`src/rtl/mlu_seq.sv`:
```
// mlu_seq: nibble-serial MLU sequencer.
// Runs one WIDTH-bit MLU operation through a single shared 4-bit combinational
// slice, one nibble per cycle, LSB first, rippling the carry between nibbles
// from the slice's generate/propagate outputs.
//
// Ports:
//   CLK, N_RST        clock (rising edge), asynchronous active-low reset
//   START, OP, A, B   request, 3-bit opcode and operands (sampled on accept)
//   N_BOOTED          1 while slice memory is not yet loaded; blocks START
//   SLICE_A/B/OP/C_IN registered drive into the shared slice
//   SLICE_OUT         slice result: [3:0] sum, [4] prop, [5] gen, [6] zero
//   BUSY              high while nibbles are in flight
//   DONE              one-cycle pulse, results valid from this cycle
//   RESULT, C_OUT, ZERO, OVF  assembled result and flags, held until next accept
//
// Opcode encoding: 0 ADD, 1 SUB, 2 AND, 3 OR, 4 XOR, 5 NOT, 6 NOP0, 7 NOP1.
module mlu_seq #(
  parameter int unsigned WIDTH = 32
) (
  input  logic             CLK,
  input  logic             N_RST,
  input  logic             START,
  input  logic [2:0]       OP,
  input  logic [WIDTH-1:0] A,
  input  logic [WIDTH-1:0] B,
  input  logic             N_BOOTED,
  output logic [3:0]       SLICE_A,
  output logic [3:0]       SLICE_B,
  output logic [2:0]       SLICE_OP,
  output logic             SLICE_C_IN,
  input  logic [7:0]       SLICE_OUT,
  output logic             BUSY,
  output logic             DONE,
  output logic [WIDTH-1:0] RESULT,
  output logic             C_OUT,
  output logic             ZERO,
  output logic             OVF
);

  localparam int unsigned NIBBLES = WIDTH / 4;
  localparam int unsigned IDX_W   = $clog2(NIBBLES);

  localparam logic [2:0] MLU_ADD = 3'd0;
  localparam logic [2:0] MLU_SUB = 3'd1;

  typedef enum logic [1:0] {
    S_IDLE,
    S_RUN,
    S_DONE
  } state_t;

  state_t           state;
  logic [IDX_W-1:0] idx;
  logic [IDX_W-1:0] idx_nx;
  logic [WIDTH-1:0] a_lat;
  logic [WIDTH-1:0] b_lat;
  logic             zero_acc;

  logic accept;
  logic is_arith;
  logic last;
  logic carry_nx;
  logic bx_msb;
  logic ovf_nx;
  logic unused_slice_bit;

  // SLICE_OP doubles as the latched opcode and SLICE_C_IN as the carry register.
  assign accept   = START && !N_BOOTED && (state != S_RUN);
  assign is_arith = (SLICE_OP == MLU_ADD) || (SLICE_OP == MLU_SUB);
  assign last     = (idx == IDX_W'(NIBBLES - 1));
  assign idx_nx   = idx + 1'b1;
  assign carry_nx = SLICE_OUT[5] | (SLICE_OUT[4] & SLICE_C_IN);

  // Subtraction adds ~B, so the effective B sign is inverted for SUB.
  assign bx_msb = b_lat[WIDTH-1] ^ (SLICE_OP == MLU_SUB);
  assign ovf_nx = is_arith && (a_lat[WIDTH-1] == bx_msb) &&
                  (SLICE_OUT[3] != a_lat[WIDTH-1]);

  assign unused_slice_bit = SLICE_OUT[7];

  always_ff @(posedge CLK or negedge N_RST) begin
    if (!N_RST) begin
      state      <= S_IDLE;
      idx        <= '0;
      a_lat      <= '0;
      b_lat      <= '0;
      zero_acc   <= 1'b0;
      SLICE_A    <= '0;
      SLICE_B    <= '0;
      SLICE_OP   <= '0;
      SLICE_C_IN <= 1'b0;
      BUSY       <= 1'b0;
      DONE       <= 1'b0;
      RESULT     <= '0;
      C_OUT      <= 1'b0;
      ZERO       <= 1'b0;
      OVF        <= 1'b0;
    end else begin
      case (state)
        S_RUN: begin
          RESULT[{idx, 2'b00} +: 4] <= SLICE_OUT[3:0];
          SLICE_C_IN                <= carry_nx;
          zero_acc                  <= zero_acc & SLICE_OUT[6];
          if (last) begin
            state <= S_DONE;
            BUSY  <= 1'b0;
            DONE  <= 1'b1;
            C_OUT <= is_arith & carry_nx;
            ZERO  <= zero_acc & SLICE_OUT[6];
            OVF   <= ovf_nx;
          end else begin
            // Present the next nibble; on the last one the slice inputs hold.
            idx     <= idx_nx;
            SLICE_A <= a_lat[{idx_nx, 2'b00} +: 4];
            SLICE_B <= b_lat[{idx_nx, 2'b00} +: 4];
          end
        end
        default: begin
          // IDLE and DONE both accept, giving back-to-back operation.
          state <= S_IDLE;
          DONE  <= 1'b0;
          if (accept) begin
            state      <= S_RUN;
            BUSY       <= 1'b1;
            a_lat      <= A;
            b_lat      <= B;
            idx        <= '0;
            zero_acc   <= 1'b1;
            SLICE_A    <= A[3:0];
            SLICE_B    <= B[3:0];
            SLICE_OP   <= OP;
            SLICE_C_IN <= (OP == MLU_SUB);
            RESULT     <= '0;
            C_OUT      <= 1'b0;
            ZERO       <= 1'b0;
            OVF        <= 1'b0;
          end
        end
      endcase
    end
  end

endmodule

```
`config.mk`:
```
export PLATFORM = sky130hd
export DESIGN_NAME = mlu_seq
export DESIGN_NICKNAME = d
export VERILOG_FILES = /design/src/rtl/mlu_seq.sv
export SDC_FILE = /design/constraint.sdc
export NUM_CORES = 1
export LEC_CHECK = 0
export CORE_MARGIN = 5
export CORE_UTILIZATION = 40
export CTS_BUF_LIST = sky130_fd_sc_hd__clkbuf_4
export DETAILED_ROUTE_END_ITERATION = 8
export GPL_TIMING_DRIVEN = 0
export MAX_ROUTING_LAYER = met4
export PLACE_DENSITY_LB_ADDON = 0.3
export SLEW_MARGIN = 0
export SYNTH_ARGS = -nofsm -noshare
export SYNTH_HDL_FRONTEND = slang
export SYNTH_SLANG_ARGS = --single-unit
```
`constraint.sdc`:
```
create_clock -name CLK -period 2.8 [get_ports CLK]
set_input_delay 0.28 -clock CLK [delete_from_list [all_inputs] [get_ports CLK]]
set_output_delay 0.28 -clock CLK [all_outputs]
set_load 0.05 [all_outputs]
```
---- After elaboration in Yosys (flattened, before gate mapping) ----
Index checks and enable logic that the tools add are counted.
W data, S select, Z words.
operators by class
  $add $sub $neg .......................... 2
  eq/ne operators ......................... 9
  shifts and indexed selects .............. 4
  muxes and demuxes ....................... 30
  bitwise gates (word level) .............. 6
  reduce and logical (&&, ||, !) cells .... 11
operator list
  operator                  count
  $mux W32                  2
  $shiftx A32 B6 Y4         2
  $bwmux W32                1
  $shift A4 B7 Y32 const A  1
  $shiftx A4 B7 Y32         1
  $mux W4                   6
  $mux W1                   16
  $mux W3                   3
  $neg A5 Y7                1
  $eq A3 B1 Y1 const B      2
  $reduce_and A2 Y1         3
  $logic_and A1 B1 Y1       4
  $mux W2                   2
  $ne A2 B2 Y1 const B      2
  $add A3 B1 Y3 const B     1
  $and A1 B1 Y1             3
  $eq A3 B3 Y1 const B      1
  $logic_not A3 Y1          1
  $eq A2 B1 Y1 const B      1
  $ne A2 B1 Y1 const B      1
  $reduce_bool A2 Y1        1
  $eq A1 B1 Y1              1
  $logic_not A1 Y1          1
  $logic_or A1 B1 Y1        1
  other kinds (4)           4
storage, ports and cells
  bits in registers ....................... 119
  output and inout bits ................... 49
  word-level logic and storage cells ...... 77

---- Logic depth before layout (Yosys ltp) ----
Gate-level depths: netlist of run 1.
  depth in word-level cells ............... 7
  mapped depth ............................ 10

---- Worst setup path after synthesis of run 1 ----
No wires, ideal clock.
  path kind ............................... flip-flop to flip-flop
  from .................................... reg idx[0]
  to ...................................... reg RESULT[0]
  library setup time ...................... 127 ps
  arrival time ............................ 2039 ps
  slack ................................... 634 ps
  cell stages (with the launch flop) ...... 11
  period minus slack after synthesis ...... 2166 ps
  cells stage by stage .................... dfrtp_1 buf_6 buf_12 buf_4 inv_2 ha_1 ha_1 nor4_1 nand4_1 nand3_1 o21ai_1
between the ends
  word-level cells in the longest chain between the ends .. 4
  elaborated cells between the ends (all ways) .. 5
  those cells by class .................... add/sub (1); shift (2); mux (2)
RTL lines
  item                                                          line  source
  start, declared                                               53    logic [IDX_W-1:0] idx;
  start signal, assigned                                        113   idx <= idx_nx;
  $neg A5 Y7 (*)                                                101   RESULT[{idx, 2'b00} +: 4] <= SLICE_OUT[3:0];
  $shiftx A4 B7 Y32 / $shift A4 B7 Y32 (equally long branches)  101
  $bwmux W32 (*)                                                101
  $mux W32 (*)                                                  99    case (state)
  end signal, assigned by index                                 101
  end, declared                                                 34    output logic [WIDTH-1:0] RESULT,
Mark *: on every way between the ends. The rest lies on a longest branch, timed or not.
A chain may end at the register's enable or synchronous reset.

---- Worst setup path in the final report of run 1 ----
Same ends and word-level chain as after synthesis.

==> results of run 1 <==
[path summary, 6_finish.rpt]
| check | start | end | slack, ns |
|---|---|---|---|
| min in group asynchronous | N_RST | RESULT[15] | 0.32 |
| max in group asynchronous | N_RST | b_lat[0] | 1.72 |
| setup reg to reg | idx[0] | RESULT[0] | 0.26 |
| setup / recovery | idx[0] | RESULT[0] | 0.26 |
| hold reg to reg | b_lat[29] | b_lat[29] | 0.48 |
| hold / removal | B[11] | b_lat[11] | 0.28 |
[flip-flops by register name (all words and copies together), names as in the netlist]
register and count:
OVF 1, SLICE_B 4, BUSY 1, C_OUT 1
state 1, SLICE_OP 3, b_lat 32, ZERO 1
DONE 1, SLICE_C_IN 1, a_lat 32, idx 3
zero_acc 1, RESULT 32, SLICE_A 4
[synthesized netlist by cell type (all sizes together), types with 2 or more instances]
library cell,number,area share
buf,30,0.035
o21ai,46,0.043
o22ai,3,0.0035
nand3b,3,0.0056
mux2i,12,0.023
a32o,3,0.0056
mux4,8,0.034
clkbuf,2,0.0014
dfrtp,118,0.55
nor4,4,0.013
ha,5,0.012
nand2b,12,0.014
nand2,236,0.17
nand3,28,0.027
mux2,4,0.0085
inv,7,0.0049
nor2,10,0.0071
a2bb2oi,8,0.016
nor2b,2,0.0024
or3,2,0.0024
a22oi,6,0.0085
[logic make-up after synthesis]
kind of cell | after synthesis | synth area share
muxes | 24 | 0.0649
AOI/OAI and AO/OA | 69 | 0.0809
buffers and inverters | 39 | 0.0416
DFF | 118 | 0.555
adders and majority gates | 5 | 0.0118
xor gates and xnor gates | 1 | 0.00165
and+or+nand+nor | 301 | 0.244
[metal layers]
metal	vias to the layer above	routed length, µm
li1	2150	-
met1	2137	6360
met2	138	7120
met3	14	863
met4	0	158
met5	-	0
[worst max-delay path: stages, from the launching register on]
cell and delay [ns]:
dfrtp_1 0.39, buf_6 0.18, buf_12 0.17, buf_4 0.22, inv_2 0.05, ha_1 0.21, ha_1 0.39, nor4_1 0.23
nand4_1 0.32, nand3_1 0.18, o21ai_1 0.07
[metrics by stage]
step	TNS [ns]	worst slack (ns)	area, µm²
2_1_floorplan	0	0.634	5320
3_3_place_gp	-335.57	-2.85	6800
3_5_place_dp	0	0.265	6830
4_1_cts	0	0.237	7160
5_1_grt	0	0.0576	7170
6_report	0	0.264	7170
[what timing repair did]
action	4_1_cts	5_1_grt
resized for setup	0	1
endpoints found under the hold margin	49	0
setup endpoints to repair	0	2
hold buffers	1	0
[power breakdown]
part	total (µW)	switching (µW)	leakage, µW	internal (µW)
clock network	1430	626	0.000169	800
logic	4610	2810	0.00170	1790
registers	2950	465	0.00150	2480
[cell type report]
cell class,instances,area (µm²),area share
timing repair buffer,128,1300,0.181
clock buffer,19,143,0.0199
inverter,7,26.3,0.00367
sequential,118,2950,0.412
tap,176,220,0.0307
multi-input combinational,400,2150,0.300
buffer,32,195,0.0272
clock inverter,11,183,0.0255
==> insert_results.sql, run 1 <==
INSERT INTO impl_metrics (metric_group, metric, value, unit) VALUES
('status', 'outcome', 'complete, no violations', ''),
('routing', 'via_per_inst', '4.98', ''),
('global_routing', 'largest_net_degree_at_the_start_of_global_routing', '70', ''),
('layout', 'nNetsFinal', '788', ''),
('synthesis', 'commonest_register_cell_after_synthesis', 'dfrtp_1', ''),
('layout', 'filler_cell_count', '1258', ''),
('hold_path', 'timing.hold.worst_path_depth', '3', ''),
('timing', 'timing.fmax', '0.394', 'GHz'),
('critical_path', 'timing.critical_path.required', '3.21', 'ns'),
('timing', 'final-hold-violation-count', '0', ''),
('synthesis', 'syn-mean-instance-area', '9.56', 'µm²'),
('synthesis', 'post_synth_num_cell_types', '38', ''),
('die', 'coreArea', '0.0131', 'mm²'),
('routing', 'wirelength', '14.5', 'mm'),
('layout', 'post_route_cells_drive_above_1_share', '0.110', ''),
('critical_path', 'arrival', '2.95', 'ns'),
('global_routing', 'grt_busiest_layer', 'met2', ''),
('routing', 'detail-route-antenna-nets', '0', ''),
('clock_network', 'cts_setup_buffers', '0', ''),
('placed_design', 'numPortBuffers', '126', ''),
('die', 'fp_rows', '42', ''),
('routing', 'drt_first_iter_violations', '336', ''),
('clock_network', 'clock-root-buffer', 'clkbuf_4', ''),
('critical_path', 'rr_worst_depth', '10', ''),
('layout', 'layout.cells.most_common', 'nand2_1', ''),
('die', 'die_h', '125', 'µm'),
('timing', 'maxSlewHeadroom', '0.571', ''),
('synthesis', 'ys_seq_elements', '118', ''),
('routing', 'wl_per_cell', '16.3', 'µm'),
('clock_network', 'number_of_buffers_created_by_cts', '17', ''),
('die', 'floorplan.die.width', '125', 'µm'),
('clock_network', 'clock-sinks', '118', ''),
('clock_network', 'insertion_delay', '0.52', 'ns'),
('layout', 'layout-area-overhead-vs-synth', '34.6', '%'),
('synthesis', 'synthesis.area', '0.00532', 'mm²'),
('critical_path', 'timing.critical_path.fanout_max', '10', ''),
('global_routing', 'overflow', '0', ''),
('layout', 'postLayoutCoreUtil', '0.546', ''),
('global_routing', 'met3_track_utilization_from_global_routing', '0.0465', ''),
('critical_path', 'critical_path_class', 'reg -> reg', ''),
('synthesis', 'synth-async-reset-ratio', '1.00', ''),
('placed_design', 'dp_hpwl', '10.9', 'mm'),
('routing', 'drt-pass1-iter-count', '5', ''),
('critical_path', 'critPathLaunchType', 'flop', ''),
('hold_path', 'timing.hold.worst.class', 'in -> reg', ''),
('placed_design', 'gp_congestion', '0.839', ''),
('placed_design', 'dp_cells', '860', ''),
('global_routing', 'track_usage', '0.198', ''),
('power', 'total_power', '8980', 'µW'),
('routing', 'route.vias.total', '4439', ''),
('power', 'p_per_area', '1250', 'mW/mm²'),
('timing', 'grt_setup_unrepaired', 'false', ''),
('routing', 'post-route-drc-count', '0', ''),
('timing', 'fin_hold_ws', '0.280', 'ns'),
('global_routing', 'wire_length_of_the_first_global_routing_pass', '24.1', 'mm'),
('timing', 'finalSetupViolCount', '0', ''),
('synthesis', 'register_area_share_after_synthesis', '0.555', ''),
('synthesis', 'synthCells', '557', ''),
('clock_network', 'maximum_level_of_the_cts_h_tree', '4', ''),
('power', 'power.ir.vdd_worst', '0.485', 'mV'),
('clock_network', 'cts_max_path_buffers', '2', ''),
('global_routing', 'grt_pass1_vias', '4786', ''),
('layout', 'antenna-diode-count', '0', ''),
('timing', 'slew_violations', '0', ''),
('global_routing', 'grt_use_met2', '0.316', ''),
('layout', 'finish.cell_count_without_fillers', '891', ''),
('critical_path', 'critPathCaptureType', 'flop', ''),
('global_routing', 'global_route.usage.met1', '0.252', ''),
('timing', 'layout_worst_path_cycle_share', '0.906', ''),
('timing', 'worst-slew-pin-transition', '0.644', 'ns'),
('power', 'power.leakage', '0.00337', 'µW'),
('die', 'initial_core_util', '0.405', ''),
('layout', 'mostFrequentLayoutCells', 'nand2_1, clkdlybuf4s50_1, dfrtp_1, o21ai_1, nand3_1', ''),
('die', 'design.die.area', '0.0157', 'mm²'),
('clock_network', 'tritoncts_clock_tree', 'yes', ''),
('clock_network', 'clk_transition_reported_paths', '0.11', 'ns'),
('global_routing', 'antenna_violations_before_repair', '0', ''),
('synthesis', 'synth_enable_flop_cells', '0', ''),
('timing', 'fin_crit', '2.54', 'ns'),
('synthesis', 'synthesis.yosys.warnings', '0', ''),
('die', 'floorplan.io_pins', '128', ''),
('timing', 'timing.clock.skew', '0.0112', 'ns'),
('run', 'drv_cap', '0', ''),
('synthesis', 'synth_nets', '641', '');
Power figures use the tool's default switching activity.
==> inputs of run 2 (changes only) <==
- REMOVE_ABC_BUFFERS: unset -> 1
==> insert_results.sql, run 2 (synthesis gave the netlist of run 1 again) <==
INSERT INTO impl_metrics (metric_group, metric, value, unit) VALUES
('routing', 'route.vias.total', '4285', ''),
('routing', 'wirelength', '13.2', 'mm'),
('routing', 'met2_length', '6.54', 'mm'),
('clock_network', 'tritoncts_clock_tree', 'yes', ''),
('hold_path', 'timing.hold.worst.class', 'in -> reg', ''),
('power', 'switching_power', '3780', 'µW'),
('die', 'floorplan.io_pins', '128', ''),
('routing', 'detail-route-antenna-nets', '0', ''),
('power', 'power_frac_comb', '0.507', ''),
('power', 'share_of_power_burned_in_registers', '0.338', ''),
('critical_path', 'critPathLaunchType', 'flop', ''),
('routing', 'post-route-drc-count', '0', ''),
('die', 'coreArea', '0.0131', 'mm²'),
('placed_design', 'gp_congestion', '0.807', ''),
('power', 'total_power', '8740', 'µW'),
('global_routing', 'overflow', '0', ''),
('layout', 'layout.cells.most_common', 'nand2_1', ''),
('power', 'power_frac_clock', '0.154', ''),
('clock_network', 'clock-root-buffer', 'clkbuf_4', ''),
('clock_network', 'maximum_level_of_the_cts_h_tree', '4', ''),
('timing', 'final-hold-violation-count', '0', ''),
('power', 'power.leakage', '0.00333', 'µW'),
('clock_network', 'number_of_buffers_created_by_cts', '17', ''),
('routing', 'wl_per_cell', '15.1', 'µm'),
('die', 'initial_core_util', '0.405', ''),
('timing', 'fin_crit', '2.62', 'ns'),
('global_routing', 'antenna_violations_before_repair', '1', ''),
('routing', 'wirelength_met1', '5.84', 'mm'),
('timing', 'timing.fmax', '0.382', 'GHz'),
('placed_design', 'dp_hpwl', '9.43', 'mm'),
('clock_network', 'clk_transition_reported_paths', '0.11', 'ns'),
('critical_path', 'timing.critical_path.required', '3.19', 'ns'),
('timing', 'timing.clock.skew', '0.0159', 'ns'),
('placed_design', 'numPortBuffers', '126', ''),
('global_routing', 'largest_net_degree_at_the_start_of_global_routing', '64', ''),
('layout', 'post_route_cells_drive_above_1_share', '0.0920', ''),
('layout', 'mostFrequentLayoutCells', 'nand2_1, clkdlybuf4s50_1, dfrtp_1, o21ai_1, nand3_1', ''),
('power', 'cellInternalPower', '4960', 'µW'),
('critical_path', 'arrival', '3.00', 'ns'),
('power', 'power.ir.vdd_worst', '0.458', 'mV'),
('timing', 'layout_worst_path_cycle_share', '0.934', ''),
('timing', 'worst-slew-pin-transition', '0.910', 'ns'),
('critical_path', 'critical_path_class', 'reg -> reg', ''),
('layout', 'layout-area-overhead-vs-synth', '34.3', '%'),
('critical_path', 'critPathCaptureType', 'flop', ''),
('clock_network', 'cts_max_path_buffers', '2', ''),
('run', 'drv_cap', '0', ''),
('timing', 'finalSetupViolCount', '0', ''),
('routing', 'drt-pass1-iter-count', '4', ''),
('timing', 'fin_hold_ws', '0.288', 'ns'),
('timing', 'grt_setup_unrepaired', 'false', ''),
('power', 'power.share.switching', '0.433', ''),
('routing', 'via_per_inst', '4.91', ''),
('routing', 'drt_first_iter_violations', '274', ''),
('global_routing', 'track_usage', '0.179', ''),
('clock_network', 'insertion_delay', '0.51', 'ns'),
('die', 'design.die.area', '0.0157', 'mm²'),
('timing', 'slew_violations', '0', ''),
('critical_path', 'timing.critical_path.fanout_max', '21', ''),
('status', 'outcome', 'complete, no violations', ''),
('layout', 'nNetsFinal', '768', ''),
('global_routing', 'wire_length_of_the_first_global_routing_pass', '22.1', 'mm'),
('global_routing', 'grt_pass1_vias', '4531', ''),
('routing', 'top_signal_layer_used', 'met4', ''),
('die', 'fp_rows', '42', ''),
('layout', 'regs_by_ff_count', 'RESULT: 32 flops, a_lat: 32 flops, b_lat: 32 flops', ''),
('routing', 'detailroute.wirelength.met3', '610', 'µm'),
('timing', 'maxSlewHeadroom', '0.393', ''),
('power', 'p_per_area', '1220', 'mW/mm²'),
('die', 'floorplan.die.width', '125', 'µm'),
('die', 'die_h', '125', 'µm'),
('clock_network', 'clock-sinks', '118', '');
## run 2: cell types whose count changed in the layout (fill, tap and decap cells not counted), moves of 2 or more
cell	before	now
buf_16	1	3
buf_2	23	0
clkbuf_1	2	0
buf_8	0	3
## run 2: power groups by stage
stage / Combinational (µW) / Clock, µW / Sequential, µW
after CTS: 4460 / 1390 / 2970
final: 4430 / 1350 / 2960
after detailed placement: 4430 / 0 / 3000
after floorplan: 2070 / 0 / 3880
after global placement: 4210 / 0 / 3050
after global routing: 4820 / 1440 / 3060
## run 2: timing repair
action,in CTS,in global routing
setup endpoints to repair,0,10
hold buffers,1,0
endpoints found under the hold margin,62,0
setup buffers,0,3
resized for setup,0,1
## run 2: layout make-up
class | instances | area, µm²
Multi-Input combinational cell | 400 | 2160
Clock inverter | 11 | 158
Tap cell | 176 | 220
Clock buffer | 20 | 150
Sequential cell | 118 | 2950
Inverter | 7 | 26.3
Antenna cell | 1 | 2.50
Timing Repair Buffer | 140 | 1480
Fill cell | 1194 | 5990
## run 2: final timing paths
kind	startpoint	to	slack, ns	depth (start not counted)
max reg2reg	idx[0]	SLICE_A[2]	0.18	6
max	idx[0]	SLICE_A[2]	0.18	6
min	A[29]	a_lat[29]	0.29	3
max in group asynchronous	N_RST	b_lat[20]	1.64	3
min reg2reg	a_lat[29]	a_lat[29]	0.48	2
min in group asynchronous	N_RST	RESULT[16]	0.40	2
## run 2: critical path, cell delays in order (launching register included)
cell	delay, ns
dfrtp_2	0.59
inv_2	0.07
ha_1	0.89
nor2b_1	0.56
a22oi_1	0.19
nand3_1	0.13
a2bb2oi_1	0.07
## run 2: per-layer routing
layer / up-vias / GRT usage
met5: - / -
met4: 0 / 0.0599
met3: 14 / 0.0435
met2: 132 / 0.292
met1: 2034 / 0.220
li1: 2105 / -
## run 2: through the flow
step                       util  worst slack, ns  setup TNS [ns]  cell area [µm²]  cells
after floorplan               -            -2.72         -202.05             5130    525
after global placement    0.503            -4.94         -738.89             6610    827
after detailed placement  0.517            0.104               0             6790    837
after CTS                 0.541           0.0550               0             7110    869
after global routing      0.544           0.0225               0             7150    873
final                     0.544            0.185               0             7150    873
